--- src/rtl/pipeline_hazard_ctrl_pkg.sv ---
// otter_pipe_pkg: shared FSM state, forwarding-select encodings and the forwarding priority rule.
package otter_pipe_pkg;
  typedef enum logic [1:0] {INIT, RUN, MEM_WAIT} ctrl_state_t;
  typedef enum logic [1:0] {FWD_RF = 2'b00, FWD_WB = 2'b01, FWD_MEM = 2'b10} fwd_sel_t;
  localparam int REG_W = 5;
  function automatic fwd_sel_t fwd_sel(logic [REG_W-1:0] rs, logic [REG_W-1:0] rd_m, logic wr_m,
                                       logic [REG_W-1:0] rd_w, logic wr_w);
    return (wr_m && rd_m != '0 && rd_m == rs) ? FWD_MEM :
           (wr_w && rd_w != '0 && rd_w == rs) ? FWD_WB : FWD_RF;
  endfunction
endpackage

--- src/rtl/pipeline_hazard_ctrl_if.sv ---
// pipeline_hazard_ctrl_if: stage register/hazard info in, stall/flush/forward controls and status out.
interface pipeline_hazard_ctrl_if #(parameter int COUNT_W = 32);
  logic [4:0] rs1_D, rs2_D, rs1_E, rs2_E, rd_E, rd_M, rd_W;
  logic rs1_used_D, rs2_used_D, mem_read_E, reg_write_E, reg_write_M, reg_write_W;
  logic branch_taken_E, dmem_busy_M;
  logic stall_F, stall_D, stall_EM, flush_D, flush_E;
  otter_pipe_pkg::fwd_sel_t fwdA_E, fwdB_E;
  logic [COUNT_W-1:0] stall_count, flush_count;
  logic mem_timeout;
  modport master (
    output rs1_D, rs2_D, rs1_E, rs2_E, rd_E, rd_M, rd_W, rs1_used_D, rs2_used_D, mem_read_E,
           reg_write_E, reg_write_M, reg_write_W, branch_taken_E, dmem_busy_M,
    input  stall_F, stall_D, stall_EM, flush_D, flush_E, fwdA_E, fwdB_E, stall_count, flush_count,
           mem_timeout
  );
  modport slave (
    input  rs1_D, rs2_D, rs1_E, rs2_E, rd_E, rd_M, rd_W, rs1_used_D, rs2_used_D, mem_read_E,
           reg_write_E, reg_write_M, reg_write_W, branch_taken_E, dmem_busy_M,
    output stall_F, stall_D, stall_EM, flush_D, flush_E, fwdA_E, fwdB_E, stall_count, flush_count,
           mem_timeout
  );
endinterface

--- src/rtl/pipeline_hazard_ctrl_forward.sv ---
// forward_unit: EX operand source selects; the M stage is younger so it wins over W.
module forward_unit
  import otter_pipe_pkg::*;
(
  input  logic [REG_W-1:0] rs1_E,
  input  logic [REG_W-1:0] rs2_E,
  input  logic [REG_W-1:0] rd_M,
  input  logic [REG_W-1:0] rd_W,
  input  logic             reg_write_M,
  input  logic             reg_write_W,
  output fwd_sel_t         fwdA_E,
  output fwd_sel_t         fwdB_E
);
  assign fwdA_E = fwd_sel(rs1_E, rd_M, reg_write_M, rd_W, reg_write_W);
  assign fwdB_E = fwd_sel(rs2_E, rd_M, reg_write_M, rd_W, reg_write_W);
endmodule

--- src/rtl/pipeline_hazard_ctrl.sv ---
// pipeline_hazard_ctrl: Otter pipeline stall/flush sequencing, post-reset clear, perf counters, mem timeout.
module pipeline_hazard_ctrl
  import otter_pipe_pkg::*;
#(
  parameter int RESET_BUBBLES = 3,
  parameter int MAX_WAIT      = 16,
  parameter int COUNT_W       = 32
) (
  input logic CLK,
  input logic RST_N,
  pipeline_hazard_ctrl_if.slave hz
);
  localparam int BW = $clog2(RESET_BUBBLES + 1);
  localparam int WW = $clog2(MAX_WAIT + 1);
  ctrl_state_t state;
  logic [BW-1:0] bubble_cnt;
  logic [WW-1:0] wait_cnt;
  logic [COUNT_W-1:0] stall_cnt, flush_cnt;
  logic timeout, init, active, load_use, freeze, branch, lu_stall, stall_f;
  logic [WW-1:0] wait_inc;
  assign init = state == INIT;
  assign active = !init && !hz.dmem_busy_M;
  assign freeze = !init && hz.dmem_busy_M;
  assign load_use = hz.mem_read_E && hz.reg_write_E && hz.rd_E != '0 &&
                    ((hz.rs1_used_D && hz.rs1_D == hz.rd_E) || (hz.rs2_used_D && hz.rs2_D == hz.rd_E));
  // A taken branch squashes the Decode instr, so its load-use stall is moot.
  assign branch = active && hz.branch_taken_E;
  assign lu_stall = active && !hz.branch_taken_E && load_use;
  assign stall_f = init || freeze || lu_stall;
  assign hz.stall_F = stall_f;
  assign hz.stall_D = freeze || lu_stall;
  assign hz.stall_EM = freeze;
  assign hz.flush_D = init || branch;
  assign hz.flush_E = init || branch || lu_stall;
  assign hz.stall_count = stall_cnt;
  assign hz.flush_count = flush_cnt;
  assign hz.mem_timeout = timeout;
  assign wait_inc = (wait_cnt == WW'(MAX_WAIT)) ? wait_cnt : wait_cnt + 1'b1;
  always_ff @(posedge CLK or negedge RST_N) begin
    if (!RST_N) begin
      state <= INIT;
      bubble_cnt <= '0;
      wait_cnt <= '0;
      stall_cnt <= '0;
      flush_cnt <= '0;
      timeout <= 1'b0;
    end else begin
      case (state)
        INIT: begin
          bubble_cnt <= bubble_cnt + 1'b1;
          if (bubble_cnt == BW'(RESET_BUBBLES - 1)) state <= RUN;
        end
        RUN: if (hz.dmem_busy_M) begin
          state <= MEM_WAIT;
          wait_cnt <= WW'(1);
          if (MAX_WAIT == 1) timeout <= 1'b1;
        end
        default: if (hz.dmem_busy_M) begin
          wait_cnt <= wait_inc;
          if (wait_inc == WW'(MAX_WAIT)) timeout <= 1'b1;
        end else state <= RUN;
      endcase
      if (!init && stall_f && !(&stall_cnt)) stall_cnt <= stall_cnt + 1'b1;
      if (branch && !(&flush_cnt)) flush_cnt <= flush_cnt + 1'b1;
    end
  end
  forward_unit u_fwd (
    .rs1_E(hz.rs1_E), .rs2_E(hz.rs2_E), .rd_M(hz.rd_M), .rd_W(hz.rd_W),
    .reg_write_M(hz.reg_write_M), .reg_write_W(hz.reg_write_W),
    .fwdA_E(hz.fwdA_E), .fwdB_E(hz.fwdB_E)
  );
endmodule
--- src/flat_wrapper.sv ---
// flat-port wrapper written by rule: the top's interface ports become plain ports
module pipeline_hazard_ctrl_flat import otter_pipe_pkg::*;
#(
  parameter int RESET_BUBBLES = 3,
  parameter int MAX_WAIT      = 16,
  parameter int COUNT_W       = 32
)
  (CLK, RST_N, hz_rs1_D, hz_rs2_D, hz_rs1_E, hz_rs2_E, hz_rd_E, hz_rd_M, hz_rd_W, hz_rs1_used_D, hz_rs2_used_D, hz_mem_read_E, hz_reg_write_E, hz_reg_write_M, hz_reg_write_W, hz_branch_taken_E, hz_dmem_busy_M, hz_stall_F, hz_stall_D, hz_stall_EM, hz_flush_D, hz_flush_E, hz_fwdA_E, hz_fwdB_E, hz_stall_count, hz_flush_count, hz_mem_timeout);
  pipeline_hazard_ctrl_if #(.COUNT_W(COUNT_W)) hz_i ();
  input logic CLK;
  input logic RST_N;
  input wire logic [$bits(hz_i.rs1_D)-1:0] hz_rs1_D;
  input wire logic [$bits(hz_i.rs2_D)-1:0] hz_rs2_D;
  input wire logic [$bits(hz_i.rs1_E)-1:0] hz_rs1_E;
  input wire logic [$bits(hz_i.rs2_E)-1:0] hz_rs2_E;
  input wire logic [$bits(hz_i.rd_E)-1:0] hz_rd_E;
  input wire logic [$bits(hz_i.rd_M)-1:0] hz_rd_M;
  input wire logic [$bits(hz_i.rd_W)-1:0] hz_rd_W;
  input wire logic [$bits(hz_i.rs1_used_D)-1:0] hz_rs1_used_D;
  input wire logic [$bits(hz_i.rs2_used_D)-1:0] hz_rs2_used_D;
  input wire logic [$bits(hz_i.mem_read_E)-1:0] hz_mem_read_E;
  input wire logic [$bits(hz_i.reg_write_E)-1:0] hz_reg_write_E;
  input wire logic [$bits(hz_i.reg_write_M)-1:0] hz_reg_write_M;
  input wire logic [$bits(hz_i.reg_write_W)-1:0] hz_reg_write_W;
  input wire logic [$bits(hz_i.branch_taken_E)-1:0] hz_branch_taken_E;
  input wire logic [$bits(hz_i.dmem_busy_M)-1:0] hz_dmem_busy_M;
  output wire logic [$bits(hz_i.stall_F)-1:0] hz_stall_F;
  output wire logic [$bits(hz_i.stall_D)-1:0] hz_stall_D;
  output wire logic [$bits(hz_i.stall_EM)-1:0] hz_stall_EM;
  output wire logic [$bits(hz_i.flush_D)-1:0] hz_flush_D;
  output wire logic [$bits(hz_i.flush_E)-1:0] hz_flush_E;
  output wire logic [$bits(hz_i.fwdA_E)-1:0] hz_fwdA_E;
  output wire logic [$bits(hz_i.fwdB_E)-1:0] hz_fwdB_E;
  output wire logic [$bits(hz_i.stall_count)-1:0] hz_stall_count;
  output wire logic [$bits(hz_i.flush_count)-1:0] hz_flush_count;
  output wire logic [$bits(hz_i.mem_timeout)-1:0] hz_mem_timeout;
  assign hz_i.rs1_D = hz_rs1_D;
  assign hz_i.rs2_D = hz_rs2_D;
  assign hz_i.rs1_E = hz_rs1_E;
  assign hz_i.rs2_E = hz_rs2_E;
  assign hz_i.rd_E = hz_rd_E;
  assign hz_i.rd_M = hz_rd_M;
  assign hz_i.rd_W = hz_rd_W;
  assign hz_i.rs1_used_D = hz_rs1_used_D;
  assign hz_i.rs2_used_D = hz_rs2_used_D;
  assign hz_i.mem_read_E = hz_mem_read_E;
  assign hz_i.reg_write_E = hz_reg_write_E;
  assign hz_i.reg_write_M = hz_reg_write_M;
  assign hz_i.reg_write_W = hz_reg_write_W;
  assign hz_i.branch_taken_E = hz_branch_taken_E;
  assign hz_i.dmem_busy_M = hz_dmem_busy_M;
  assign hz_stall_F = hz_i.stall_F;
  assign hz_stall_D = hz_i.stall_D;
  assign hz_stall_EM = hz_i.stall_EM;
  assign hz_flush_D = hz_i.flush_D;
  assign hz_flush_E = hz_i.flush_E;
  assign hz_fwdA_E = hz_i.fwdA_E;
  assign hz_fwdB_E = hz_i.fwdB_E;
  assign hz_stall_count = hz_i.stall_count;
  assign hz_flush_count = hz_i.flush_count;
  assign hz_mem_timeout = hz_i.mem_timeout;
  pipeline_hazard_ctrl #(.RESET_BUBBLES(RESET_BUBBLES), .MAX_WAIT(MAX_WAIT), .COUNT_W(COUNT_W)) u_core (.CLK(CLK), .RST_N(RST_N), .hz(hz_i));
endmodule
--- config.mk ---
export PLATFORM = sky130hd
export DESIGN_NAME = pipeline_hazard_ctrl_flat
export DESIGN_NICKNAME = d
export VERILOG_FILES = /design/src/rtl/pipeline_hazard_ctrl_pkg.sv /design/src/rtl/pipeline_hazard_ctrl_if.sv /design/src/rtl/pipeline_hazard_ctrl_forward.sv /design/src/rtl/pipeline_hazard_ctrl.sv /design/src/flat_wrapper.sv
export SDC_FILE = /design/constraint.sdc
export NUM_CORES = 1
export LEC_CHECK = 0
export CAP_MARGIN = 20
export CORE_MARGIN = 1
export CORE_UTILIZATION = 48
export CTS_BUF_LIST = sky130_fd_sc_hd__clkbuf_8 sky130_fd_sc_hd__clkbuf_16
export DETAILED_ROUTE_END_ITERATION = 8
export PLACE_DENSITY_LB_ADDON = 0.05
export SETUP_SLACK_MARGIN = 0.1
export SYNTH_ARGS = -nofsm -noshare
export SYNTH_HDL_FRONTEND = slang
export SYNTH_SLANG_ARGS = --single-unit
--- constraint.sdc ---
create_clock -name CLK -period 3.1 [get_ports CLK]
set_input_delay 0.62 -clock CLK [delete_from_list [all_inputs] [get_ports CLK]]
set_output_delay 0.62 -clock CLK [all_outputs]
set_load 0.01 [all_outputs]
== Word level (Yosys, flattened, before mapping) ==
Index checks and enable logic that the tools add are counted.

* $add $sub $neg: 4
* Equality and inequality tests: 13
* Bitwise operators: 2
* Muxes and demuxes: 12
* Reductions and logical operators: 40

{| class="wikitable"
|+ Operators by type and width
! cell !! count
|-
| adder 32 x 1 -> 32 bit, second input constant || 2
|-
| AND reduction 32 bit || 2
|-
| equality test 5 bit || 6
|-
| logical AND 1 bit || 19
|-
| 2-to-1 mux 5 bit || 3
|-
| nonzero test 5 bit || 3
|-
| equality test 5 bit, second input constant || 2
|-
| 2-to-1 mux 2 bit || 5
|-
| one-hot mux 5 bit (2 select lines) || 1
|-
| logical OR 1 bit || 6
|-
| AND reduction 3 bit || 2
|-
| adder 5 x 1 -> 5 bit, second input constant || 1
|-
| zero test 1 bit || 5
|-
| != test 2 bit, second input constant || 2
|-
| one-hot mux 2 bit (2 select lines) || 1
|-
| != test 3 x 1 -> 1 bit, second input constant || 1
|-
| adder 2 x 1 -> 2 bit, second input constant || 1
|-
| equality test 2 x 1 -> 1 bit, second input constant || 1
|-
| equality test 2 bit, second input constant || 1
|-
| zero test 2 bit || 1
|-
| 2-to-1 mux 1 bit || 2
|-
| inverter 1 bit || 2
|-
| AND reduction 2 bit || 1
|-
| OR reduction 2 bit || 1
|}

* Input bits: 45
* Flip-flop bits (word level): 74

== Depth between registers and ports, before layout ==
* Depth after elaboration: 8
* Mapped depth: 8
* Mapped depth without buffers: 7

== By module ==
A second synthesis with hierarchy kept.

* Cells, all modules: 413
* Area total of the unflattened synthesis: 4,061.4 um2

{| class="wikitable"
|+ Modules (own cells, without submodules)
! module !! seq. area each (um2) !! area each (um2) !! instances !! cells an instance
|-
| pipeline_hazard_ctrl || 1,851.8 || 3,791.1 || 1 || 379
|-
| forward_unit || 0.0 || 270.3 || 1 || 34
|}

== Least setup slack after synthesis ==
No wires, ideal clock.

* Path kind: input port to output port
* Start point: in hz_rd_M[0]
* End point: out hz_fwdA_E[0]
* Buffers on the path: 0
* Arrival time: 1.913 ns
* Path slack: 0.567 ns
* Data required time: 2.480 ns
* Stages: 4
* Cell sequence: or4_1 > o21ai_0 > nor4_1 > nor4_1

* Longest elaborated chain between the ends: 4
* Elaborated cells on any way between the ends: 5

{| class="wikitable"
|+ Ends and longest elaborated chain
! what !! line !! text
|-
| start, declared || flat_wrapper.sv:17 || <nowiki>input wire logic [$bits(hz_i.rd_M)-1:0] hz_rd_M;</nowiki>
|-
| nonzero test 5 bit || pipeline_hazard_ctrl_pkg.sv:8 || <nowiki>return (wr_m && rd_m != '0 && rd_m == rs) ? FWD_MEM :</nowiki>
|-
| logical AND 1 bit || pipeline_hazard_ctrl_pkg.sv:8 ||
|-
| logical AND 1 bit * || pipeline_hazard_ctrl_pkg.sv:8 ||
|-
| 2-to-1 mux 2 bit * || pipeline_hazard_ctrl_pkg.sv:8 ||
|-
| end, declared || flat_wrapper.sv:32 || <nowiki>output wire logic [$bits(hz_i.fwdA_E)-1:0] hz_fwdA_E;</nowiki>
|}

Mark *: on every way between the ends. The rest lies on a longest branch, timed or not.

== Worst setup path in the final report ==
* Start point: in hz_rd_E[0]
* End point: out hz_flush_E

* Longest elaborated chain between the ends: 6
* Elaborated cells on any way between the ends: 10

{| class="wikitable"
|+ Ends and longest elaborated chain
! what !! line !! text
|-
| start, declared || flat_wrapper.sv:16 || <nowiki>input wire logic [$bits(hz_i.rd_E)-1:0] hz_rd_E;</nowiki>
|-
| equality test 5 bit || pipeline_hazard_ctrl.sv:25 || <nowiki>((hz.rs1_used_D && hz.rs1_D == hz.rd_E) || (hz.rs2_used_D && hz.rs2_D == hz.rd_E));</nowiki>
|-
| logical AND 1 bit || pipeline_hazard_ctrl.sv:25 ||
|-
| logical OR 1 bit || pipeline_hazard_ctrl.sv:25 ||
|-
| logical AND 1 bit * || pipeline_hazard_ctrl.sv:24 || <nowiki>assign load_use = hz.mem_read_E && hz.reg_write_E && hz.rd_E != '0 &&</nowiki>
|-
| logical AND 1 bit * || pipeline_hazard_ctrl.sv:28 || <nowiki>assign lu_stall = active && !hz.branch_taken_E && load_use;</nowiki>
|-
| logical OR 1 bit * || pipeline_hazard_ctrl.sv:34 || <nowiki>assign hz.flush_E = init || branch || lu_stall;</nowiki>
|-
| end, declared || flat_wrapper.sv:31 || <nowiki>output wire logic [$bits(hz_i.flush_E)-1:0] hz_flush_E;</nowiki>
|}

Marks and branches as above.

==> metrics <==
WL final 9580 µm; FF+latch count, synth 74; DRC 0; first-pass GRT wire length 15,600 µm; pin count of the biggest net entering global routing 42; Final Max Slew Viols 0; startpoint types input port; via count 3,458; post-DP HPWL 7200 µm; final weighted congestion in routability-driven placement 0.810; CP Data Required Time 2.48 ns; top-area cell type share of the netlist area 46.0%; yosys warns 0; RSZ-0062 raised after global routing yes; port bufs 118; Slew headroom 45.2%; critical path cell sequence clkdlybuf4s50_1 > or4_4 > o211a_1 > buf_4 > nand2_2 > nand2b_1 > dlygate4sd2_1; leakage 0.00254 µW; fillers 635; total CTS buffers 9; CP Capture Type output port; mapped cell area 4030 µm²; Final Net Count 592; H-Tree Depth 3; mean routed wirelength per cell 14.7 µm; vias in the first global route 3,309; Post-synth top cells 74 x dfrtp_1, 50 x xor2_1, 46 x xnor2_1, 32 x nand2_1, 32 x nand3_1; Slew @ Worst Pin 0.814 ns; Max Clk Rate 337 MHz; largest area contributor in the netlist dfrtp_1; layout cells sized above 1 11.3%; buffers and inverters on the worst path 3; placed cell count 634; Main synth FF type dfrtp_1; clk_skew 0.0111 ns; GRT Residual Overflow 0; Seq/Total Area, Yosys 46.0%; Detail Route Antenna Nets 0; Synth area leaders dfrtp_1 46%, xor2_1 11%, xnor2_1 10%; I/O pin count 119; Die Height 93.6 µm; distinct cell type count after synthesis 45; effective utilization at floorplan 49.3%; Async SR Flop Fraction 100%; power density over the cells 462 nW/µm²; CP max-delay cell or4_4; Max FO, Critical Path 2; TritonCTS Sinks 74; fin crit share 95.6%; Clock Latency Late Sink 0.34 ns; maximum vdd drop 243 µV; DR iter-0 viols 93; dpl cell area 5470 µm²; Post-synth EDFFs 0; overall routing resource usage 22.7%; final hold violations 0; HP Class input port to async pin; Avg Inst Size Synth 10.2 µm²; Non-Filler Cell Area, Final 5710 µm²; crit path DAT 2.34 ns; clk root buf clkbuf_8; min Tclk post-route 2.96 ns; synthesized instance count 396; CTS tree yes; outcome complete, no violations; post-synth net total 446; row count 33; die width 93.6 µm; Vias/cell 5.30; Hold Slack 0.357 ns; Worst Setup Path Type input port to output port; 1st-pass router iterations 6; count of final setup violators 0; clock transition at the registers of the reported paths 0.08 ns; delay-heaviest family, CP buffers and inverters; initial antenna violation count 0; Post-Layout Cell Count 652; CTS max path bufs 2; max_cap viols 0; area grow syn2layout 41.9%; core area 8180 µm²; die area 8760 µm²; antenna cells 0; max incr delay on CP 0.53 ns; cell with the most instances after synthesis dfrtp_1; Final Total Pwr 2640 µW
through the flow:
stage / utilization (%) / setup TNS, ns / worst slack (ns)
floorplan: - / 0 / 0.567
global placement: 67.0 / -0.857 / -0.358
detailed placement: 67.0 / -0.936 / -0.360
CTS: 69.7 / 0 / 0.00855
global route: 69.9 / 0 / 0.0529
finish: 69.9 / 0 / 0.136
flip-flops by register name, indices dropped and copies added, names as in the netlist:
| name | cells |
|---|---|
| u_core.hz.flush_count | 32 |
| u_core.hz.stall_count | 32 |
| u_core.wait_cnt | 5 |
| u_core.bubble_cnt | 2 |
| u_core.state | 2 |
| u_core.hz.mem_timeout | 1 |
routing by layer:
layer / part of all wire, % / vias to the layer above / wire length (µm) / global-route usage, %
li1: - / 1705 / - / -
met1: 46 / 1655 / 4380 / 30.8
met2: 49 / 92 / 4730 / 37.6
met3: 4.5 / 6 / 429 / 4.47
met4: 0.44 / 0 / 42 / 5.38
met5: 0 / - / 0 / 0
cells by family after synthesis:
kind of cell / count (synthesis) / share of synthesized area, %
muxes: 3 / 0.808
adders and majority gates: 5 / 1.55
buffers and inverters: 17 / 1.96
and+or+nand+nor: 174 / 24.1
AOI/OAI and AO/OA: 27 / 4.72
xor gates and xnor gates: 96 / 20.9
DFF: 74 / 46.0
what timing repair did:
| action | CTS | global route |
|---|---|---|
| hold buffers | 0 | 0 |
| pin swaps | 4 | 2 |
| resized for setup | 19 | 9 |
| endpoints found under the setup margin | 7 | 3 |
| setup buffers | 1 | 1 |
worst register-to-register path, cell delays in order, from the launching register on:
cell	delay, ns
dfrtp_1	0.41
ha_1	0.22
nand4_1	0.19
or4_1	0.55
o32a_1	0.40
nand2_4	0.25
mux2_1	0.35
cells in the final DEF (no fill, tap or decap), types with 2 or more instances in the layout:
master           count
or3_1                2
clkbuf_2             2
inv_6                3
nor4_2               3
ha_1                 5
clkinvlp_4           2
or4_4                2
o21ai_0             10
nor4_4               2
buf_4               24
nand2_1             31
and2_1               2
and4_1               4
inv_1                9
nand2b_1             2
buf_2                2
nand4_1             23
nor4_1               7
xor2_1              50
or4_1                5
clkdlybuf4s50_1    109
and3_1              12
a32o_1               2
nor2_1              24
nor4b_1              4
dfrtp_1             74
nor3_1              13
nand3_1             32
dlygate4sd2_1        4
xnor2_1             46
clkbuf_8            10
final timing paths:
path | to | slack (ns) | startpoint | cells after the start
max in group asynchronous | u_core.hz.stall_count[21]$_DFFE_PN0P_ | 2.06 | RST_N | 2
worst min-delay path | u_core.hz.flush_count[12]$_DFFE_PN0P_ | 0.36 | RST_N | 1
worst max-delay path | hz_flush_E | 0.14 | hz_rd_E[0] | 7
worst max register to register | u_core.hz.stall_count[1]$_DFFE_PN0P_ | 0.63 | u_core.hz.stall_count[0]$_DFFE_PN0P_ | 6
min in group CLK | u_core.hz.mem_timeout$_DFFE_PN0P_ | 0.48 | u_core.hz.mem_timeout$_DFFE_PN0P_ | 1
worst min register to register | u_core.hz.mem_timeout$_DFFE_PN0P_ | 0.48 | u_core.hz.mem_timeout$_DFFE_PN0P_ | 1
report_power, final:
part / switching [µW] / internal, µW / leakage (µW)
Combinational: 334 / 399 / 0.00145
Clock: 379 / 320 / 0.0000897
Sequential: 134 / 1070 / 0.000995
Total: 847 / 1790 / 0.00254
cell type report:
class,instances,area (µm²),area share [%]
multi-input combinational,305,2150,37.7
clock buffer,10,138,2.41
tap,105,131,2.30
timing repair buffer,143,1360,23.8
sequential,74,1850,32.4
clock inverter,6,46.3,0.810
inverter,9,33.8,0.591
No activity file was read; power rests on OpenSTA's default activity.
